[src/rtl/coef_sched_pkg.sv]
// Shared types and constants for the coefficient-bank scheduler.
package coef_sched_pkg;

    typedef enum logic [1:0] {
        StIdle,
        StRun,
        StDrain,
        StHost
    } state_e;

    localparam int unsigned NUM_BANK = 4;
    localparam int unsigned RD_LAT   = 1;

    // Active-low strobes: all ones means no bank selected.
    localparam logic [NUM_BANK-1:0] STROBE_IDLE = '1;

endpackage

[src/rtl/coef_bank_sched_if.sv]
// Host write port, FIR start/read-qualifier and SRAM bank strobes of the scheduler.
interface coef_bank_sched_if #(
    parameter int unsigned DATA_W = 16,
    parameter int unsigned ADDR_W = 4
);
    logic              iHostCsn;
    logic              iHostWrn;
    logic [ADDR_W+1:0] iHostAddr;
    logic [DATA_W-1:0] iHostData;
    logic              oHostRdy;
    logic              oHostAck;
    logic              iFirStart;
    logic              oFirBusy;
    logic              oRdValid;
    logic              oRdLast;
    logic [ADDR_W-1:0] oTapIdx;
    logic              oCsn_1;
    logic              oCsn_2;
    logic              oCsn_3;
    logic              oCsn_4;
    logic              oWrn_1;
    logic              oWrn_2;
    logic              oWrn_3;
    logic              oWrn_4;
    logic [ADDR_W-1:0] oAddr;
    logic [DATA_W-1:0] oWrData;
    logic              oErr;

    modport slave (
        input  iHostCsn, iHostWrn, iHostAddr, iHostData, iFirStart,
        output oHostRdy, oHostAck, oFirBusy, oRdValid, oRdLast, oTapIdx,
        output oCsn_1, oCsn_2, oCsn_3, oCsn_4, oWrn_1, oWrn_2, oWrn_3, oWrn_4,
        output oAddr, oWrData, oErr
    );

    modport master (
        output iHostCsn, iHostWrn, iHostAddr, iHostData, iFirStart,
        input  oHostRdy, oHostAck, oFirBusy, oRdValid, oRdLast, oTapIdx,
        input  oCsn_1, oCsn_2, oCsn_3, oCsn_4, oWrn_1, oWrn_2, oWrn_3, oWrn_4,
        input  oAddr, oWrData, oErr
    );

endinterface

[src/rtl/coef_bank_sel.sv]
// Registered active-low bank strobe generator: one bank for a write, all banks for a read.
module coef_bank_sel
    import coef_sched_pkg::*;
(
    input  logic                clk_i,
    input  logic                rst_i,
    input  logic                en_i,
    input  logic                wr_i,
    input  logic [1:0]          bank_i,
    output logic [NUM_BANK-1:0] csn_o,
    output logic [NUM_BANK-1:0] wrn_o
);

    logic [NUM_BANK-1:0] csn_d, csn_q;
    logic [NUM_BANK-1:0] wrn_d, wrn_q;

    always_comb begin
        csn_d = STROBE_IDLE;
        wrn_d = STROBE_IDLE;
        if (en_i) begin
            if (wr_i) begin
                csn_d[bank_i] = 1'b0;
                wrn_d[bank_i] = 1'b0;
            end else begin
                csn_d = '0;
            end
        end
    end

    always_ff @(posedge clk_i) begin
        if (rst_i) begin
            csn_q <= STROBE_IDLE;
            wrn_q <= STROBE_IDLE;
        end else begin
            csn_q <= csn_d;
            wrn_q <= wrn_d;
        end
    end

    assign csn_o = csn_q;
    assign wrn_o = wrn_q;

endmodule

[src/rtl/coef_bank_sched.sv]
// Coefficient-bank scheduler: sequences 16-tap parallel reads of four SRAM banks on each
// FIR start and slots buffered host coefficient writes into the gaps between read runs.
module coef_bank_sched
    import coef_sched_pkg::*;
#(
    parameter int unsigned DATA_W = 16,
    parameter int unsigned ADDR_W = 4
) (
    input  logic             iClk,
    input  logic             iRst,
    coef_bank_sched_if.slave bus_io
);

    localparam int unsigned       TAPS     = 2 ** ADDR_W;
    localparam logic [ADDR_W-1:0] LAST_TAP = ADDR_W'(TAPS - 1);

    state_e state_q, state_d;
    logic [ADDR_W-1:0] cnt_q, cnt_d;

    logic              buf_vld_q, buf_vld_d;
    logic [1:0]        buf_bank_q, buf_bank_d;
    logic [ADDR_W-1:0] buf_addr_q, buf_addr_d;
    logic [DATA_W-1:0] buf_data_q, buf_data_d;
    logic              pend_q, pend_d;
    logic              err_q, err_d;

    logic [ADDR_W-1:0] addr_q, addr_d;
    logic [DATA_W-1:0] wr_data_q, wr_data_d;
    logic              busy_q, busy_d;
    logic              ack_q, ack_d;

    logic [RD_LAT-1:0]             vld_pipe_q;
    logic [RD_LAT-1:0]             last_pipe_q;
    logic [RD_LAT-1:0][ADDR_W-1:0] tap_pipe_q;

    logic              host_req, req_acc, req_drop;
    logic              start_nidle, start_drop, start_pend, consume;
    logic              host_full;
    logic [1:0]        eff_bank;
    logic [ADDR_W-1:0] eff_addr;
    logic [DATA_W-1:0] eff_data;
    logic              sel_en, sel_wr;
    logic [NUM_BANK-1:0] csn, wrn;

    // A request arriving this cycle counts as buffered so IDLE/DRAIN can issue it next cycle.
    always_comb begin
        host_req    = ~bus_io.iHostCsn & ~bus_io.iHostWrn;
        req_acc     = host_req & ~buf_vld_q;
        req_drop    = host_req & buf_vld_q;
        host_full   = buf_vld_q | req_acc;
        start_nidle = bus_io.iFirStart & (state_q != StIdle);
        start_drop  = start_nidle & pend_q;
        start_pend  = pend_q | start_nidle;
        eff_bank    = buf_vld_q ? buf_bank_q : bus_io.iHostAddr[ADDR_W+1:ADDR_W];
        eff_addr    = buf_vld_q ? buf_addr_q : bus_io.iHostAddr[ADDR_W-1:0];
        eff_data    = buf_vld_q ? buf_data_q : bus_io.iHostData;
    end

    always_comb begin
        state_d = state_q;
        cnt_d   = cnt_q;
        consume = 1'b0;
        unique case (state_q)
            StIdle: begin
                if (bus_io.iFirStart) begin
                    state_d = StRun;
                    cnt_d   = '0;
                end else if (host_full) begin
                    state_d = StHost;
                end
            end
            StRun: begin
                if (cnt_q == LAST_TAP) begin
                    state_d = StDrain;
                end else begin
                    cnt_d = cnt_q + ADDR_W'(1);
                end
            end
            StDrain: begin
                if (host_full) begin
                    state_d = StHost;
                end else if (start_pend) begin
                    state_d = StRun;
                    cnt_d   = '0;
                    consume = 1'b1;
                end else begin
                    state_d = StIdle;
                end
            end
            StHost: begin
                if (start_pend) begin
                    state_d = StRun;
                    cnt_d   = '0;
                    consume = 1'b1;
                end else begin
                    state_d = StIdle;
                end
            end
            default: state_d = StIdle;
        endcase
    end

    always_comb begin
        buf_vld_d  = buf_vld_q;
        buf_bank_d = buf_bank_q;
        buf_addr_d = buf_addr_q;
        buf_data_d = buf_data_q;
        if (state_q == StHost) begin
            buf_vld_d = 1'b0;
        end else if (req_acc) begin
            buf_vld_d  = 1'b1;
            buf_bank_d = bus_io.iHostAddr[ADDR_W+1:ADDR_W];
            buf_addr_d = bus_io.iHostAddr[ADDR_W-1:0];
            buf_data_d = bus_io.iHostData;
        end
        pend_d = consume ? 1'b0 : start_pend;
        err_d  = err_q | req_drop | start_drop;
    end

    // Outputs are registered from the next state so strobes line up with the state cycle.
    always_comb begin
        sel_en    = (state_d == StRun) || (state_d == StHost);
        sel_wr    = (state_d == StHost);
        addr_d    = addr_q;
        wr_data_d = wr_data_q;
        if (state_d == StRun) begin
            addr_d = cnt_d;
        end else if (state_d == StHost) begin
            addr_d    = eff_addr;
            wr_data_d = eff_data;
        end
        busy_d = (state_d == StRun) || (state_d == StDrain);
        ack_d  = (state_d == StHost);
    end

    always_ff @(posedge iClk) begin
        if (iRst) begin
            state_q    <= StIdle;
            cnt_q      <= '0;
            buf_vld_q  <= 1'b0;
            buf_bank_q <= '0;
            buf_addr_q <= '0;
            buf_data_q <= '0;
            pend_q     <= 1'b0;
            err_q      <= 1'b0;
            addr_q     <= '0;
            wr_data_q  <= '0;
            busy_q     <= 1'b0;
            ack_q      <= 1'b0;
        end else begin
            state_q    <= state_d;
            cnt_q      <= cnt_d;
            buf_vld_q  <= buf_vld_d;
            buf_bank_q <= buf_bank_d;
            buf_addr_q <= buf_addr_d;
            buf_data_q <= buf_data_d;
            pend_q     <= pend_d;
            err_q      <= err_d;
            addr_q     <= addr_d;
            wr_data_q  <= wr_data_d;
            busy_q     <= busy_d;
            ack_q      <= ack_d;
        end
    end

    // Read-data qualifier delayed by the SRAM read latency behind each issued read.
    always_ff @(posedge iClk) begin
        if (iRst) begin
            vld_pipe_q  <= '0;
            last_pipe_q <= '0;
            tap_pipe_q  <= '0;
        end else begin
            vld_pipe_q[0]  <= (state_q == StRun);
            last_pipe_q[0] <= (state_q == StRun) && (cnt_q == LAST_TAP);
            tap_pipe_q[0]  <= cnt_q;
            for (int i = 1; i < RD_LAT; i++) begin
                vld_pipe_q[i]  <= vld_pipe_q[i-1];
                last_pipe_q[i] <= last_pipe_q[i-1];
                tap_pipe_q[i]  <= tap_pipe_q[i-1];
            end
        end
    end

    coef_bank_sel u_bank_sel (
        .clk_i  (iClk),
        .rst_i  (iRst),
        .en_i   (sel_en),
        .wr_i   (sel_wr),
        .bank_i (eff_bank),
        .csn_o  (csn),
        .wrn_o  (wrn)
    );

    assign bus_io.oCsn_1   = csn[0];
    assign bus_io.oCsn_2   = csn[1];
    assign bus_io.oCsn_3   = csn[2];
    assign bus_io.oCsn_4   = csn[3];
    assign bus_io.oWrn_1   = wrn[0];
    assign bus_io.oWrn_2   = wrn[1];
    assign bus_io.oWrn_3   = wrn[2];
    assign bus_io.oWrn_4   = wrn[3];
    assign bus_io.oAddr    = addr_q;
    assign bus_io.oWrData  = wr_data_q;
    assign bus_io.oHostRdy = ~buf_vld_q;
    assign bus_io.oHostAck = ack_q;
    assign bus_io.oFirBusy = busy_q;
    assign bus_io.oRdValid = vld_pipe_q[RD_LAT-1];
    assign bus_io.oRdLast  = last_pipe_q[RD_LAT-1];
    assign bus_io.oTapIdx  = tap_pipe_q[RD_LAT-1];
    assign bus_io.oErr     = err_q;

endmodule
[src/flat_wrapper.sv]
// flat-port wrapper written by rule: the top's interface ports become plain ports
module coef_bank_sched_flat import coef_sched_pkg::*;
#(
    parameter int unsigned DATA_W = 16,
    parameter int unsigned ADDR_W = 4
)
  (iClk, iRst, bus_io_iHostCsn, bus_io_iHostWrn, bus_io_iHostAddr, bus_io_iHostData, bus_io_iFirStart, bus_io_oHostRdy, bus_io_oHostAck, bus_io_oFirBusy, bus_io_oRdValid, bus_io_oRdLast, bus_io_oTapIdx, bus_io_oCsn_1, bus_io_oCsn_2, bus_io_oCsn_3, bus_io_oCsn_4, bus_io_oWrn_1, bus_io_oWrn_2, bus_io_oWrn_3, bus_io_oWrn_4, bus_io_oAddr, bus_io_oWrData, bus_io_oErr);
  coef_bank_sched_if #(.DATA_W(DATA_W), .ADDR_W(ADDR_W)) bus_io_i ();
  input  logic iClk;
  input  logic iRst;
  input wire logic [$bits(bus_io_i.iHostCsn)-1:0] bus_io_iHostCsn;
  input wire logic [$bits(bus_io_i.iHostWrn)-1:0] bus_io_iHostWrn;
  input wire logic [$bits(bus_io_i.iHostAddr)-1:0] bus_io_iHostAddr;
  input wire logic [$bits(bus_io_i.iHostData)-1:0] bus_io_iHostData;
  input wire logic [$bits(bus_io_i.iFirStart)-1:0] bus_io_iFirStart;
  output wire logic [$bits(bus_io_i.oHostRdy)-1:0] bus_io_oHostRdy;
  output wire logic [$bits(bus_io_i.oHostAck)-1:0] bus_io_oHostAck;
  output wire logic [$bits(bus_io_i.oFirBusy)-1:0] bus_io_oFirBusy;
  output wire logic [$bits(bus_io_i.oRdValid)-1:0] bus_io_oRdValid;
  output wire logic [$bits(bus_io_i.oRdLast)-1:0] bus_io_oRdLast;
  output wire logic [$bits(bus_io_i.oTapIdx)-1:0] bus_io_oTapIdx;
  output wire logic [$bits(bus_io_i.oCsn_1)-1:0] bus_io_oCsn_1;
  output wire logic [$bits(bus_io_i.oCsn_2)-1:0] bus_io_oCsn_2;
  output wire logic [$bits(bus_io_i.oCsn_3)-1:0] bus_io_oCsn_3;
  output wire logic [$bits(bus_io_i.oCsn_4)-1:0] bus_io_oCsn_4;
  output wire logic [$bits(bus_io_i.oWrn_1)-1:0] bus_io_oWrn_1;
  output wire logic [$bits(bus_io_i.oWrn_2)-1:0] bus_io_oWrn_2;
  output wire logic [$bits(bus_io_i.oWrn_3)-1:0] bus_io_oWrn_3;
  output wire logic [$bits(bus_io_i.oWrn_4)-1:0] bus_io_oWrn_4;
  output wire logic [$bits(bus_io_i.oAddr)-1:0] bus_io_oAddr;
  output wire logic [$bits(bus_io_i.oWrData)-1:0] bus_io_oWrData;
  output wire logic [$bits(bus_io_i.oErr)-1:0] bus_io_oErr;
  assign bus_io_i.iHostCsn = bus_io_iHostCsn;
  assign bus_io_i.iHostWrn = bus_io_iHostWrn;
  assign bus_io_i.iHostAddr = bus_io_iHostAddr;
  assign bus_io_i.iHostData = bus_io_iHostData;
  assign bus_io_i.iFirStart = bus_io_iFirStart;
  assign bus_io_oHostRdy = bus_io_i.oHostRdy;
  assign bus_io_oHostAck = bus_io_i.oHostAck;
  assign bus_io_oFirBusy = bus_io_i.oFirBusy;
  assign bus_io_oRdValid = bus_io_i.oRdValid;
  assign bus_io_oRdLast = bus_io_i.oRdLast;
  assign bus_io_oTapIdx = bus_io_i.oTapIdx;
  assign bus_io_oCsn_1 = bus_io_i.oCsn_1;
  assign bus_io_oCsn_2 = bus_io_i.oCsn_2;
  assign bus_io_oCsn_3 = bus_io_i.oCsn_3;
  assign bus_io_oCsn_4 = bus_io_i.oCsn_4;
  assign bus_io_oWrn_1 = bus_io_i.oWrn_1;
  assign bus_io_oWrn_2 = bus_io_i.oWrn_2;
  assign bus_io_oWrn_3 = bus_io_i.oWrn_3;
  assign bus_io_oWrn_4 = bus_io_i.oWrn_4;
  assign bus_io_oAddr = bus_io_i.oAddr;
  assign bus_io_oWrData = bus_io_i.oWrData;
  assign bus_io_oErr = bus_io_i.oErr;
  coef_bank_sched #(.DATA_W(DATA_W), .ADDR_W(ADDR_W)) u_core (.iClk(iClk), .iRst(iRst), .bus_io(bus_io_i));
endmodule
[config.mk]
export PLATFORM = sky130hd
export DESIGN_NAME = coef_bank_sched_flat
export DESIGN_NICKNAME = d
export VERILOG_FILES = /design/src/rtl/coef_sched_pkg.sv /design/src/rtl/coef_bank_sched_if.sv /design/src/rtl/coef_bank_sel.sv /design/src/rtl/coef_bank_sched.sv /design/src/flat_wrapper.sv
export SDC_FILE = /design/constraint.sdc
export NUM_CORES = 1
export LEC_CHECK = 0
export ABC_AREA = 0
export CORE_ASPECT_RATIO = 0.7
export CORE_UTILIZATION = 39
export CTS_CLUSTER_SIZE = 30
export DETAILED_ROUTE_END_ITERATION = 10
export PLACE_DENSITY = 0.62
export SLEW_MARGIN = 25
export SYNTH_ARGS = -nofsm -noshare
export SYNTH_HDL_FRONTEND = slang
export SYNTH_SLANG_ARGS = --single-unit
export TNS_END_PERCENT = 5
[constraint.sdc]
create_clock -name iClk -period 3.4 [get_ports iClk]
set_clock_uncertainty 0.1 [all_clocks]
set_input_delay 0.68 -clock iClk [delete_from_list [all_inputs] [get_ports iClk]]
set_output_delay 0.68 -clock iClk [all_outputs]
set_load 0.01 [all_outputs]
-- Yosys cells after proc, flatten, opt, wreduce, memory -nomap -nowiden
Index checks and enable logic that the tools add are counted.
- output and inout bits: 38
- register bits after elaboration: 67
- input port bits: 27
- bitwise logic cells: 17
- $add $sub $neg: 1
- magnitude comparators: 2
- reduce and logical (&&, ||, !) cells: 13
- eq/ne operators: 7
- mux-type cells: 22
- operators by type and width (kind ; count):
    two-way mux 4 bit ; 8
    two-way mux 16 bit ; 1
    one-hot mux 4 bit (4 select lines) ; 1
    two-way mux 2 bit ; 5
    equality test 2 bit (second input constant) ; 4
    one-hot mux 2 bit (4 select lines) ; 1
    NOT 1 bit ; 7
    OR reduction 2 bit ; 3
    bitwise AND 1 bit ; 5
    adder 4 x 1 -> 4 bit (second input constant) ; 1
    equality test 2 x 1 -> 1 bit (second input constant) ; 2
    equality test 4 bit (second input constant) ; 1
    two-way mux 1 bit ; 4
    NOT 4 bit ; 1
    OR 1 bit ; 4
    AND reduction 2 bit ; 2
    nonzero test 2 bit ; 2
    less-than comparator 2 x 3 -> 1 bit (second input constant) ; 1
    OR reduction 3 bit ; 1
    demux 1 bit (select 2 bit) ; 1
    greater-or-equal comparator 2 x 1 -> 1 bit (second input constant) ; 1
    logical AND 1 bit ; 2
    zero test 2 bit ; 1
    logical OR 1 bit ; 2
    one-hot mux 1 bit (2 select lines) ; 1

-- Longest topological paths before layout
- depth in word-level cells: 11
- mapped depth: 11
- depth with buffers taken out: 10

-- Hierarchy
Synthesis repeated with hierarchy kept, for this count alone.
- cells, all modules: 305
- area total of the unflattened synthesis: 2806.4 um^2
- modules (own cells, without submodules) (module ; area each (um^2) ; cells an instance ; times used):
    coef_bank_sched ; 2557.5 ; 283 ; 1
    coef_bank_sel ; 249.0 ; 22 ; 1

-- Least setup slack after synthesis
Ideal clock, no wire load.
- path kind: input to register
- start point: input port bus_io_iHostWrn
- end point: register u_core.u_bank_sel.csn_q[0], in the netlist u_core.u_bank_sel.csn_o[0]
- slack: 0.723 ns
- required time: 3.186 ns
- library setup time: 0.114 ns
- stages on the path: 8
- data arrival time: 2.463 ns
- path through: o21ba_2 or2_2 a31oi_1 ha_1 clkbuf_1 clkbuf_1 nand3_1 a21o_1
- longest elaborated chain between the ends: 11
- RTL lines (element ; line ; text):
    start: declaration ; flat_wrapper.sv:12 ; input wire logic [$bits(bus_io_i.iHostWrn)-1:0] bus_io_iHostWrn;
    NOT 1 bit * ; coef_bank_sched.sv:47 ; host_req = ~bus_io.iHostCsn & ~bus_io.iHostWrn;
    bitwise AND 1 bit * ; coef_bank_sched.sv:47 ;
    bitwise AND 1 bit * ; coef_bank_sched.sv:48 ; req_acc = host_req & ~buf_vld_q;
    OR 1 bit * ; coef_bank_sched.sv:50 ; host_full = buf_vld_q | req_acc;
    two-way mux 2 bit ; coef_bank_sched.sv:68 ; end else if (host_full) begin
    two-way mux 2 bit ; coef_bank_sched.sv:65 ; if (bus_io.iFirStart) begin
    one-hot mux 2 bit (4 select lines) * ; coef_bank_sched.sv:63 ; unique case (state_q)
    named net u_core.state_d[0] ; coef_bank_sched.sv:17 ; state_e state_q, state_d;
    equality test 2 bit * ; - ;
    named net u_core.ack_d ; coef_bank_sched.sv:30 ; logic ack_q, ack_d;
    logical OR 1 bit ; coef_bank_sched.sv:122 ; sel_en = (state_d == StRun) || (state_d == StHost);
    NOT 1 bit (no line) ; - ;
    OR reduction 2 bit (no line) ; - ;
    end signal: assignment ; coef_bank_sel.sv:35 ; csn_q <= csn_d;
    end: declaration ; coef_bank_sel.sv:14 ; logic [NUM_BANK-1:0] csn_d, csn_q;
The timed path passes the listed nets; every way through them passes the cells marked *.
A chain may end at the register's enable or synchronous reset.

-- Worst setup path in the final report
- start point: input port bus_io_iHostCsn
- end point: register u_core.wr_data_q[9], in the netlist u_core.bus_io.oWrData[9]
- RTL lines (element ; line ; text):
    start: declaration ; flat_wrapper.sv:11 ; input wire logic [$bits(bus_io_i.iHostCsn)-1:0] bus_io_iHostCsn;
    NOT 1 bit * ; coef_bank_sched.sv:47 ;
    bitwise AND 1 bit * ; coef_bank_sched.sv:47 ;
    bitwise AND 1 bit * ; coef_bank_sched.sv:48 ;
    OR 1 bit * ; coef_bank_sched.sv:50 ;
    two-way mux 2 bit ; coef_bank_sched.sv:68 ;
    two-way mux 2 bit ; coef_bank_sched.sv:65 ;
    one-hot mux 2 bit (4 select lines) * ; coef_bank_sched.sv:63 ;
    named net u_core.state_d[0] ; coef_bank_sched.sv:17 ;
    equality test 2 bit * ; - ;
    named net u_core.ack_d ; coef_bank_sched.sv:30 ;
    AND reduction 2 bit (no line) * ; - ;
    end signal: assignment ; coef_bank_sched.sv:160 ; wr_data_q <= wr_data_d;
    end: declaration ; coef_bank_sched.sv:28 ; logic [DATA_W-1:0] wr_data_q, wr_data_d;
Marks and branches as above.

==> flow_metrics.py <==
metrics = {
    "timing": {
        "finalSetupViolations": 0,
        "maxSlewHeadroom_pct": 61.5,
        "hold_viol_final": 0,
        "post-route-min-period_ns": 3.04,
        "slew_violations": 0,
        "setup_tns_ns": 0,
        "min_period_over_period_pct": 89.4,
        "max_clock_freq_mhz": 329,
        "worstMarginPinSlew_ns": 0.578,
        "rsz0062_at_grt": "no",
    },
    "floorplan": {
        "core_area_sq_um": 6850,
        "initial_utilization_pct": 40.8,
        "die_h_um": 72.8,
        "die_w_um": 103,
        "ios": 65,
        "row_count": 25,
        "die_area_sq_um": 7510,
    },
    "synthesis": {
        "synth_cell_type_count": 44,
        "synth_xor_area_share_pct": 0,
        "syn-instance-count": 310,
        "synth_top_family_by_area": "simple AND/OR/NAND/NOR gates",
        "ys_ff_latch": 67,
        "synth-compound-area-share_pct": 16.3,
        "synth_edf_count": 0,
        "syn_avg_cell_area_sq_um": 9.01,
        "synth_top_area_share_pct": 48.0,
        "async_flop_share_pct": 0,
        "syn-num-nets": 341,
        "synth_fa_ha_area_share_pct": 1.79,
        "synthTopCellsByArea": "dfxtp_1 48%, mux2i_1 7.9%, nand2_1 7.0%",
        "synth-seq-area-share_pct": 48.0,
        "syn_area_sq_um": 2790,
        "yosys.area.top_type": "dfxtp_1",
        "synthSimpleGateAreaFrac_pct": 20.5,
        "yosysWarnings": 0,
        "synth_flop_cell": "dfxtp_1",
        "muxShareOfSynthArea_pct": 8.69,
    },
    "hold_path": {
        "whs_path_depth": 2,
        "min_from": "u_core.buf_data_q[8]",
        "hold_class": "reg -> reg",
        "whs_endpoint": "u_core.buf_data_q[8]",
    },
    "pwr": {
        "ir_drop_uv": 222,
        "p_per_area_nw_per_um2": 480,
        "power_leakage_nw": 1.32,
    },
    "global_routing": {
        "overflow": 0,
        "grt_pass1_wl_um": 9920,
        "first_global_vias": 2099,
        "grt_usage_pct": 17.7,
        "grt_max_degree": 34,
        "antenna_found_initial": 0,
    },
    "setup_path": {
        "critPathKind": "in -> reg",
        "critPathBufInv": 2,
        "cpLargestDelayFamily": "compound AO/OA/AOI/OAI gates",
        "slowest_delay_ns": 0.49,
        "crit_path_start_kind": "primary input",
        "cp.required_ns": 3.54,
        "r2r_end": "u_core.bus_io.oWrData[9]",
        "path_max_fanout": 22,
        "reg2reg_from": "u_core.cnt_q[0]",
        "worst_setup_path_end_kind": "flip-flop",
        "r2r_setup_slack_ns": 0.83,
        "reg2regPathDepth": 9,
        "cp.arrival_ns": 3.18,
        "worstPathCellList": "clkdlybuf4s50_1 > o21ba_2 > or2_2 > a31oi_1 > ha_2 > buf_4 > nor2_1 > a211oi_1",
        "crit_slowest_cell": "clkdlybuf4s50_1",
    },
    "cts": {
        "post_cts_buffers": 0,
        "cts.clk_slew.worst_paths_ns": 0.07,
        "clk_latency_ns": 0.33,
        "cts_tree": "yes",
        "cts-resized-gates": 0,
        "clock_path_buffers": 2,
        "cts_sinks": 67,
        "cts_root_buf": "clkbuf_8",
        "hold_buffers": 0,
        "htree_num_levels": 3,
        "cts_made_buffers": 9,
    },
    "finish": {
        "diodes": 0,
        "drive_above_1_share_pct": 9.81,
        "ff_latch_area_sq_um": 1340,
        "area_delta_synth_final_pct": 32.0,
        "layout.cells.non_filler": 471,
        "multi_input_area_sq_um": 1330,
        "nNetsFinal": 403,
        "final_common_cell": "dfxtp_1",
        "fillerInstances": 635,
        "layout_common_cells": "66 x dfxtp_1, 63 x clkdlybuf4s50_1, 52 x nand2_1",
    },
    "placed_design": {
        "placedCellCount": 455,
        "hpwl_um": 4290,
        "io_buffer_count": 64,
        "gp_congestion": 0.851,
    },
    "route": {
        "remaining_drc_errors": 0,
        "firstDrtPassIters": 4,
        "postRouteAntennaNets": 0,
        "viasPerCell": 4.91,
        "drtIter0Drc": 124,
        "via_count": 2311,
        "drt_wl_total_um": 6300,
        "wl_per_cell_um": 13.4,
    },
    "run": {
        "max-cap-violations": 0,
    },
    "run_status": {
        "outcome": "completed",
    },
}
synthesized netlist by cell type, drive strengths merged, types with 2 or more instances:
cell / count
mux2: 2
buf: 11
nor3: 4
and2b: 2
nor2b: 8
nor2: 30
o31ai: 3
o211ai: 2
or4: 2
nand3: 6
nor4: 2
a211oi: 17
or2: 3
dfxtp: 67
nand2b: 4
mux2i: 22
clkbuf: 10
a21oi: 30
o21ai: 4
a31oi: 3
ha: 4
inv: 4
a21o: 4
nand2: 52
through the flow:
stage / power [mW] / setup slack, ns / hold WS [ns] / utilization, % / area [sq um]
6_report: 1.77 / 0.359 / 0.356 / 53.8 / 3690
5_1_grt: 1.86 / 0.132 / 0.371 / 53.8 / 3690
4_1_cts: 1.79 / 0.397 / 0.357 / 53.8 / 3690
3_5_place_dp: 1.14 / 0.0331 / 0.347 / 51.0 / 3500
3_3_place_gp: 1.14 / 0.193 / 0.341 / 51.0 / 3500
2_1_floorplan: 1.02 / 0.723 / 0.336 / - / 2790
how the worst max path moves through the flow:
stage,start,end,slack (ns),cells after the start
3_3_place_gp,bus_io_iHostCsn,u_core.bus_io.oAddr[3],0.19,8
5_1_grt,bus_io_iHostCsn,u_core.bus_io.oWrData[14],0.13,8
2_1_floorplan,bus_io_iHostWrn,u_core.u_bank_sel.csn_o[0],0.72,8
4_1_cts,bus_io_iHostCsn,u_core.bus_io.oWrData[11],0.40,8
6_report,bus_io_iHostCsn,u_core.bus_io.oWrData[9],0.36,8
3_5_place_dp,bus_io_iHostCsn,u_core.bus_io.oWrData[14],0.03,8
cell families (layout without fill, tap and decap cells):
| kind of cell | after synthesis | count (layout) |
|---|---|---|
| AND/OR/NAND/NOR | 120 | 120 |
| adder cells (fa/ha/maj) | 4 | 4 |
| multiplexers | 24 | 24 |
| AO/OA/AOI/OAI | 70 | 70 |
| flip-flops | 67 | 67 |
| buffers and inverters | 25 | 92 |
cell type report:
class / instances / area share [%]
Timing Repair Buffer: 72 / 18.9
Tap cell: 94 / 3.19
Inverter: 4 / 0.407
Clock inverter: 6 / 1.76
Clock buffer: 10 / 3.46
Sequential cell: 67 / 36.4
Multi-Input combinational cell: 218 / 35.9
flip-flops by register name (all words and copies together) (netlist names):
signal and count:
u_core.buf_data_q 16, u_core.bus_io.oWrData 16, u_core.buf_addr_q 4, u_core.bus_io.oAddr 4
u_core.bus_io.oTapIdx 4, u_core.cnt_q 4, u_core.u_bank_sel.csn_o 4, u_core.u_bank_sel.wrn_o 4
u_core.buf_bank_q 2, u_core.state_q 2, u_core.buf_vld_q 1, u_core.bus_io.oErr 1
u_core.bus_io.oFirBusy 1, u_core.bus_io.oHostAck 1, u_core.bus_io.oRdLast 1, u_core.bus_io.oRdValid 1
u_core.pend_q 1
routing by layer:
metal / vias to the layer above / global-route usage [%] / wire [um]
met1: 1042 / 25.0 / 3270
met2: 66 / 25.6 / 2640
met4: 0 / 5.63 / 29
met3: 6 / 5.56 / 356
met5: - / 0 / 0
li1: 1197 / - / -
report_power, final:
part	internal (mW)	total, mW	leakage (nW)	switching [mW]
registers	0.827	0.853	0.548	0.0262
clock network	0.340	0.647	0.0966	0.307
logic	0.138	0.270	0.679	0.133
worst min-delay path: stages, from the launching register on:
cell	delay, ns
dfxtp_1	0.31
nand2_1	0.05
a21oi_1	0.05
No activity file was read; power rests on OpenSTA's default activity.
